`config.mk`:
```
export PLATFORM = sky130hd
export DESIGN_NAME = ecc_lane_io_wrapper_flat
export DESIGN_NICKNAME = d
export VERILOG_FILES = /design/src/rtl/ecc_lane_io_wrapper_if.sv /design/src/rtl/ecc_lane_io_wrapper.sv /design/src/flat_wrapper.sv
export SDC_FILE = /design/constraint.sdc
export NUM_CORES = 1
export LEC_CHECK = 0
export ABC_AREA = 1
export BUFFER_PORTS_ARGS = -buffer_cell sky130_fd_sc_hd__buf_2
export CAP_MARGIN = 10
export CORE_AREA = 2 2 354 356
export CTS_CLUSTER_SIZE = 28
export DETAILED_ROUTE_END_ITERATION = 7
export DIE_AREA = 0 0 356 358
export GPL_TIMING_DRIVEN = 1
export SLEW_MARGIN = 20
export SYNTH_ARGS = -nofsm -noshare
export SYNTH_HDL_FRONTEND = slang
export SYNTH_SLANG_ARGS = --single-unit
```
`constraint.sdc`:
```
create_clock -name clk -period 5.8 [get_ports clk]
set_input_delay 1.16 -clock clk [delete_from_list [all_inputs] [get_ports clk]]
set_output_delay 1.16 -clock clk [all_outputs]
set_load 0.02 [all_outputs]
```
`src/rtl/ecc_lane_io_wrapper_if.sv`:
```
// Lane I/O and core-side bundle for the ECC point-multiply wrapper.
// slave is the wrapper view, master is the host/core view.
interface ecc_lane_io_wrapper_if #(
    parameter int MAX_BITS = 128,
    parameter int LANES    = 1
);
    logic                i_data_valid;
    logic                i_reload;
    logic                i_mode;
    logic [LANES-1:0]    i_a;
    logic [LANES-1:0]    i_prime;
    logic [LANES-1:0]    i_mul;
    logic [LANES-1:0]    i_px;
    logic [LANES-1:0]    i_py;
    logic                i_out_ready;
    logic                o_data_valid;
    logic [LANES-1:0]    o_px;
    logic [LANES-1:0]    o_py;
    logic                o_busy;
    logic                o_err;
    logic                core_start;
    logic [1:0]          core_mode;
    logic [MAX_BITS-1:0] core_a;
    logic [MAX_BITS-1:0] core_prime;
    logic [MAX_BITS-1:0] core_mul;
    logic [MAX_BITS-1:0] core_px;
    logic [MAX_BITS-1:0] core_py;
    logic [MAX_BITS-1:0] core_x;
    logic [MAX_BITS-1:0] core_y;
    logic                core_done;

    modport slave (
        input  i_data_valid, i_reload, i_mode,
        input  i_a, i_prime, i_mul, i_px, i_py,
        input  i_out_ready, core_x, core_y, core_done,
        output o_data_valid, o_px, o_py, o_busy, o_err,
        output core_start, core_mode, core_a, core_prime,
        output core_mul, core_px, core_py
    );

    modport master (
        output i_data_valid, i_reload, i_mode,
        output i_a, i_prime, i_mul, i_px, i_py,
        output i_out_ready, core_x, core_y, core_done,
        input  o_data_valid, o_px, o_py, o_busy, o_err,
        input  core_start, core_mode, core_a, core_prime,
        input  core_mul, core_px, core_py
    );
endinterface

```
`src/rtl/ecc_lane_io_wrapper.sv`:
```
// Serial/lane front-end for the ECC point-multiply core; curve stays resident.
// Optional CAL watchdog enabled by defining ECC_WRAP_TIMEOUT_EN.
module ecc_lane_io_wrapper #(
    parameter int MAX_BITS       = 128,
    parameter int LANES          = 1,
    parameter int TIMEOUT_CYCLES = 65535
) (
    input logic                  clk,
    input logic                  rst,
    ecc_lane_io_wrapper_if.slave io
);
    localparam logic [2:0] IDLE    = 3'd0;
    localparam logic [2:0] MODE_IN = 3'd1;
    localparam logic [2:0] FULL_IN = 3'd2;
    localparam logic [2:0] PT_IN   = 3'd3;
    localparam logic [2:0] CAL     = 3'd4;
    localparam logic [2:0] OUT     = 3'd5;
    localparam int         IW      = $clog2(MAX_BITS);

    logic [2:0]          state;
    logic [1:0]          mode;
    logic                mode_hi;
    logic                loaded;
    logic                start_q;
    logic                err_q;
    logic                timeout;
    logic [8:0]          cnt;
    logic [MAX_BITS-1:0] a_q, prime_q, mul_q, px_q, py_q;
    logic [MAX_BITS-1:0] rx_q, ry_q, mask;
    logic [IW-1:0]       top;
    int                  wid;

    function automatic int width_of(input logic [1:0] m);
        return 16 << m;
    endfunction

    function automatic logic [8:0] beats_of(input logic [1:0] m);
        return 9'(width_of(m) / LANES);
    endfunction

    assign wid = width_of(mode);
    assign top = IW'(wid - 1);

    always_comb begin
        mask = '0;
        for (int i = 0; i < MAX_BITS; i++) mask[i] = (i < wid);
    end

`ifdef ECC_WRAP_TIMEOUT_EN
    logic [31:0] tcnt;

    always_ff @(posedge clk or negedge rst) begin
        if (!rst)              tcnt <= '0;
        else if (state == CAL) tcnt <= tcnt + 32'd1;
        else                   tcnt <= '0;
    end

    assign timeout = (tcnt == 32'(TIMEOUT_CYCLES - 1));
`else
    logic unused_timeout;

    assign unused_timeout = (TIMEOUT_CYCLES != 0);
    assign timeout        = 1'b0;
`endif

    always_ff @(posedge clk or negedge rst) begin
        if (!rst) begin
            state   <= IDLE;
            mode    <= 2'b01;
            mode_hi <= 1'b0;
            loaded  <= 1'b0;
            start_q <= 1'b0;
            err_q   <= 1'b0;
            cnt     <= '0;
            a_q     <= '0;
            prime_q <= '0;
            mul_q   <= '0;
            px_q    <= '0;
            py_q    <= '0;
            rx_q    <= '0;
            ry_q    <= '0;
        end else begin
            start_q <= 1'b0;
            err_q   <= 1'b0;
            case (state)
                IDLE: if (io.i_data_valid) begin
                    px_q <= '0;
                    py_q <= '0;
                    if (io.i_reload || !loaded) begin
                        a_q     <= '0;
                        prime_q <= '0;
                        mul_q   <= '0;
                        cnt     <= 9'd2;
                        state   <= MODE_IN;
                    end else begin
                        cnt   <= beats_of(mode);
                        state <= PT_IN;
                    end
                end
                MODE_IN: if (cnt == 9'd2) begin
                    mode_hi <= io.i_mode;
                    cnt     <= 9'd1;
                end else if (width_of({mode_hi, io.i_mode}) > MAX_BITS) begin
                    // illegal width: keep old mode, force a full reload next time
                    err_q  <= 1'b1;
                    loaded <= 1'b0;
                    state  <= IDLE;
                end else begin
                    mode  <= {mode_hi, io.i_mode};
                    cnt   <= beats_of({mode_hi, io.i_mode});
                    state <= FULL_IN;
                end
                FULL_IN: begin
                    a_q     <= {a_q[MAX_BITS-LANES-1:0], io.i_a};
                    prime_q <= {prime_q[MAX_BITS-LANES-1:0], io.i_prime};
                    mul_q   <= {mul_q[MAX_BITS-LANES-1:0], io.i_mul};
                    px_q    <= {px_q[MAX_BITS-LANES-1:0], io.i_px};
                    py_q    <= {py_q[MAX_BITS-LANES-1:0], io.i_py};
                    cnt     <= cnt - 9'd1;
                    if (cnt == 9'd1) begin
                        loaded  <= 1'b1;
                        start_q <= 1'b1;
                        state   <= CAL;
                    end
                end
                PT_IN: begin
                    px_q <= {px_q[MAX_BITS-LANES-1:0], io.i_px};
                    py_q <= {py_q[MAX_BITS-LANES-1:0], io.i_py};
                    cnt  <= cnt - 9'd1;
                    if (cnt == 9'd1) begin
                        start_q <= 1'b1;
                        state   <= CAL;
                    end
                end
                CAL: if (io.core_done) begin
                    rx_q  <= io.core_x & mask;
                    ry_q  <= io.core_y & mask;
                    cnt   <= beats_of(mode);
                    state <= OUT;
                end else if (timeout) begin
                    err_q <= 1'b1;
                    state <= IDLE;
                end
                OUT: if (io.i_out_ready) begin
                    rx_q <= rx_q << LANES;
                    ry_q <= ry_q << LANES;
                    cnt  <= cnt - 9'd1;
                    if (cnt == 9'd1) state <= IDLE;
                end
                default: state <= IDLE;
            endcase
        end
    end

    assign io.o_data_valid = (state == OUT);
    assign io.o_px         = rx_q[top -: LANES];
    assign io.o_py         = ry_q[top -: LANES];
    assign io.o_busy       = (state != IDLE);
    assign io.o_err        = err_q;
    assign io.core_start   = start_q;
    assign io.core_mode    = mode;
    assign io.core_a       = a_q;
    assign io.core_prime   = prime_q;
    assign io.core_mul     = mul_q;
    assign io.core_px      = px_q;
    assign io.core_py      = py_q;
endmodule

```
`src/flat_wrapper.sv`:
```
// flat-port wrapper written by rule: the top's interface ports become plain ports
module ecc_lane_io_wrapper_flat 
#(
    parameter int MAX_BITS       = 128,
    parameter int LANES          = 1,
    parameter int TIMEOUT_CYCLES = 65535
)
  (clk, rst, io_i_data_valid, io_i_reload, io_i_mode, io_i_a, io_i_prime, io_i_mul, io_i_px, io_i_py, io_i_out_ready, io_core_x, io_core_y, io_core_done, io_o_data_valid, io_o_px, io_o_py, io_o_busy, io_o_err, io_core_start, io_core_mode, io_core_a, io_core_prime, io_core_mul, io_core_px, io_core_py);
  ecc_lane_io_wrapper_if #(.MAX_BITS(MAX_BITS), .LANES(LANES)) io_i ();
  input logic clk;
  input logic rst;
  input wire logic [$bits(io_i.i_data_valid)-1:0] io_i_data_valid;
  input wire logic [$bits(io_i.i_reload)-1:0] io_i_reload;
  input wire logic [$bits(io_i.i_mode)-1:0] io_i_mode;
  input wire logic [$bits(io_i.i_a)-1:0] io_i_a;
  input wire logic [$bits(io_i.i_prime)-1:0] io_i_prime;
  input wire logic [$bits(io_i.i_mul)-1:0] io_i_mul;
  input wire logic [$bits(io_i.i_px)-1:0] io_i_px;
  input wire logic [$bits(io_i.i_py)-1:0] io_i_py;
  input wire logic [$bits(io_i.i_out_ready)-1:0] io_i_out_ready;
  input wire logic [$bits(io_i.core_x)-1:0] io_core_x;
  input wire logic [$bits(io_i.core_y)-1:0] io_core_y;
  input wire logic [$bits(io_i.core_done)-1:0] io_core_done;
  output wire logic [$bits(io_i.o_data_valid)-1:0] io_o_data_valid;
  output wire logic [$bits(io_i.o_px)-1:0] io_o_px;
  output wire logic [$bits(io_i.o_py)-1:0] io_o_py;
  output wire logic [$bits(io_i.o_busy)-1:0] io_o_busy;
  output wire logic [$bits(io_i.o_err)-1:0] io_o_err;
  output wire logic [$bits(io_i.core_start)-1:0] io_core_start;
  output wire logic [$bits(io_i.core_mode)-1:0] io_core_mode;
  output wire logic [$bits(io_i.core_a)-1:0] io_core_a;
  output wire logic [$bits(io_i.core_prime)-1:0] io_core_prime;
  output wire logic [$bits(io_i.core_mul)-1:0] io_core_mul;
  output wire logic [$bits(io_i.core_px)-1:0] io_core_px;
  output wire logic [$bits(io_i.core_py)-1:0] io_core_py;
  assign io_i.i_data_valid = io_i_data_valid;
  assign io_i.i_reload = io_i_reload;
  assign io_i.i_mode = io_i_mode;
  assign io_i.i_a = io_i_a;
  assign io_i.i_prime = io_i_prime;
  assign io_i.i_mul = io_i_mul;
  assign io_i.i_px = io_i_px;
  assign io_i.i_py = io_i_py;
  assign io_i.i_out_ready = io_i_out_ready;
  assign io_i.core_x = io_core_x;
  assign io_i.core_y = io_core_y;
  assign io_i.core_done = io_core_done;
  assign io_o_data_valid = io_i.o_data_valid;
  assign io_o_px = io_i.o_px;
  assign io_o_py = io_i.o_py;
  assign io_o_busy = io_i.o_busy;
  assign io_o_err = io_i.o_err;
  assign io_core_start = io_i.core_start;
  assign io_core_mode = io_i.core_mode;
  assign io_core_a = io_i.core_a;
  assign io_core_prime = io_i.core_prime;
  assign io_core_mul = io_i.core_mul;
  assign io_core_px = io_i.core_px;
  assign io_core_py = io_i.core_py;
  ecc_lane_io_wrapper #(.MAX_BITS(MAX_BITS), .LANES(LANES), .TIMEOUT_CYCLES(TIMEOUT_CYCLES)) u_core (.clk(clk), .rst(rst), .io(io_i));
endmodule
```
==> impl_metrics.env <==
export IMPL_status="complete, no violations"
export IMPL_critPathKind="reg2out"
export IMPL_cts_tree="yes"
export IMPL_drc_errors=0
export IMPL_syn2layout_area_growth_pct=24.3
export IMPL_tns_ns=0
export IMPL_die_area_um2=127000
export IMPL_power_uw=14000
export IMPL_cts_resized=0
export IMPL_period_needed_ns=4.04
export IMPL_clock_root_buffer="clkbuf_16"
export IMPL_synth_edf_count=0
export IMPL_grt_pass1_vias=31200
export IMPL_p_sw_frac=0.234
export IMPL_final_hold_viol_count=0
export IMPL_p_int_uw=10800
export IMPL_most_common_layout_cells="nand2_1, buf_2, dfrtp_1, nand3_1, inv_1"
export IMPL_cp_end_kind="output pin"
export IMPL_async_flop_share=1.00
export IMPL_clock_sinks=914
export IMPL_synth_seq_cells=914
export IMPL_netlist_instances=4312
export IMPL_fin_skew_ns=0.0478
export IMPL_dpl_hpwl_mm=88.1
export IMPL_grt_overflow_total=0
export IMPL_crit_arrival_ns=2.88
export IMPL_place_gp_congestion=0.869
export IMPL_die_height_um=358
export IMPL_post_dp_cell_area_um2=43900
export IMPL_cts_setup_buffers=0
export IMPL_relSlewSlack=0.282
export IMPL_crit_fanout=66
export IMPL_critPathLaunchType="flip-flop"
export IMPL_drive_above_1_share=0.221
export IMPL_nNetsFinal=5328
export IMPL_synth_avg_cell_area_um2=8.88
export IMPL_grt_first_pass_wirelength_mm=191
export IMPL_dieWidth_um=356
export IMPL_worstMarginPinSlew_ns=1.08
export IMPL_grt_max_degree=180
export IMPL_initial_core_util=0.311
export IMPL_required_ns=4.64
export IMPL_final_area_um2=47600
export IMPL_synth_flop_cell="dfrtp_1"
export IMPL_syn_nets=4585
export IMPL_netlist_area_um2=38300
export IMPL_hold_buffers=0
export IMPL_min_path_type="reg2reg"
export IMPL_coreArea_um2=123000
export IMPL_num_vias=32900
export IMPL_fillers=12500
export IMPL_clock_path_buffers=3
export IMPL_final_seq_area_um2=22900
export IMPL_leakage_uw=0.0233
export IMPL_power_density_nw_per_um2=295
export IMPL_drt_wl_total_mm=127
export IMPL_clk_pin_slew_worst_paths_ns=0.06
export IMPL_combPwrFrac=0.045
export IMPL_multi_input_area_um2=11900
export IMPL_finalSetupViolations=0
export IMPL_antenna_found_initial=8
export IMPL_power_switching_uw=3290
export IMPL_finalCritPeriodShare=0.697
export IMPL_dr_first_iter_drc_count=3219
export IMPL_ys_seq_area_frac=0.597
export IMPL_drtAntennaViolNets=0
export IMPL_first_pass_iters=6
export IMPL_synth_warnings=0
export IMPL_gr_usage_all_layers=0.191
export IMPL_avgRoutedWirePerCell_um=18.7
export IMPL_numCtsBuffers=102
export IMPL_power_frac_seq=0.465
export IMPL_mostFrequentLayoutCell="nand2_1"
export IMPL_rsz0062_at_grt="false"
export IMPL_clock_power_share=0.490
export IMPL_num_rows=129
export IMPL_ios=916
export IMPL_timing_fmax_mhz=247
export IMPL_portBuffers=915
export IMPL_cap_violations=0
export IMPL_clk_latency_ns=0.73
export IMPL_peakVddDrop_uv=259
export IMPL_yosysUniqueCellTypes=29
export IMPL_htree_levels=3
export IMPL_slew_violations=0
export IMPL_post_drt_via_cell_ratio=4.85
[routing by layer]
metal,part of all wire,routed length [µm],GRT usage,up-vias
met4,0.032,4070,0.0686,2
li1,-,-,-,15600
met3,0.081,10300,0.0585,187
met2,0.48,60800,0.311,1112
met5,0.000095,12,0,-
met1,0.41,51600,0.240,16000
[synthesized netlist by cell type, drive strengths merged, types with 2 or more instances]
master,instances,share of area
nand3,628,0.082
inv,516,0.051
o211ai,3,0.00059
buf,147,0.024
ha,5,0.0016
nand4,4,0.00065
nand2,1089,0.11
o22ai,256,0.042
clkbuf,173,0.017
o21ai,504,0.066
a21oi,5,0.00065
xor2,2,0.00046
nor2,32,0.0036
dfrtp,913,0.60
a22oi,30,0.0059
[area by class of cell]
class,instances,area share
clock inverters,33,0.0120
inverters,516,0.0415
flip-flops and latches,914,0.480
clock buffers,158,0.0648
repair buffers,959,0.107
multi-input cells,2562,0.251
diodes,5,0.000263
well taps,1637,0.0430
[power by group through the flow]
stage          Clock [µW]  Combinational, µW  Sequential [µW]
6_report             6890                628             6530
5_1_grt              7300                690             6540
4_1_cts              7040                645             6530
3_5_place_dp            0                644             6640
3_3_place_gp            0                641             6640
2_1_floorplan           0                108             6750
[worst max-delay path, stage by stage (launching register included)]
cell,delay [ns]
dfrtp_1,0.34
buf_4,0.44
nand2_1,0.17
inv_4,0.54
o21ai_0,0.21
nand2_1,0.23
buf_2,0.21
[metrics by stage]
stage | util | cells | setup WS, ns | hold slack (ns)
2_1_floorplan | - | 4312 | 2.73 | 0.427
3_3_place_gp | 0.356 | 6588 | 1.82 | 0.443
3_5_place_dp | 0.356 | 6588 | 1.76 | 0.449
4_1_cts | 0.386 | 6779 | 1.71 | 0.461
5_1_grt | 0.386 | 6783 | 1.53 | 0.496
6_report | 0.386 | 6784 | 1.76 | 0.461
[state kept, by name, indices dropped and copies added (netlist names)]
signal and count:
u_core.io.core_mode 2, u_core.mode_hi 1, u_core.io.core_prime 128, u_core.rx_q 128, u_core.cnt 9, u_core.io.core_py 128
u_core.io.core_a 128, u_core.io.core_start 1, u_core.io.core_mul 128, u_core.loaded 1, u_core.ry_q 128, u_core.io.core_px 128
u_core.io.o_err 1, u_core.state 3
[logic make-up after synthesis]
logic type	Yosys count	synth area share
buffers and inverters	836	0.0919
xor gates and xnor gates	3	0.000686
other	1	0.0000979
DFF	914	0.597
adders and majority gates	5	0.00163
AOI/OAI and AO/OA	799	0.115
and+or+nand+nor	1754	0.193
[path summary, 6_finish.rpt]
path	to	start	cells after the start	slack, ns
setup / recovery	io_o_py	u_core.io.core_mode[1]	6	1.76
setup reg to reg	u_core.rx_q[106]	u_core.state[0]	9	2.10
hold reg to reg	u_core.loaded	u_core.loaded	2	0.46
min in group asynchronous	u_core.io.core_px[44]	rst	1	0.55
max in group asynchronous	u_core.io.core_a[109]	rst	2	3.89
hold / removal	u_core.loaded	u_core.loaded	2	0.46
Note: power is estimated with default switching activity, not from simulation.
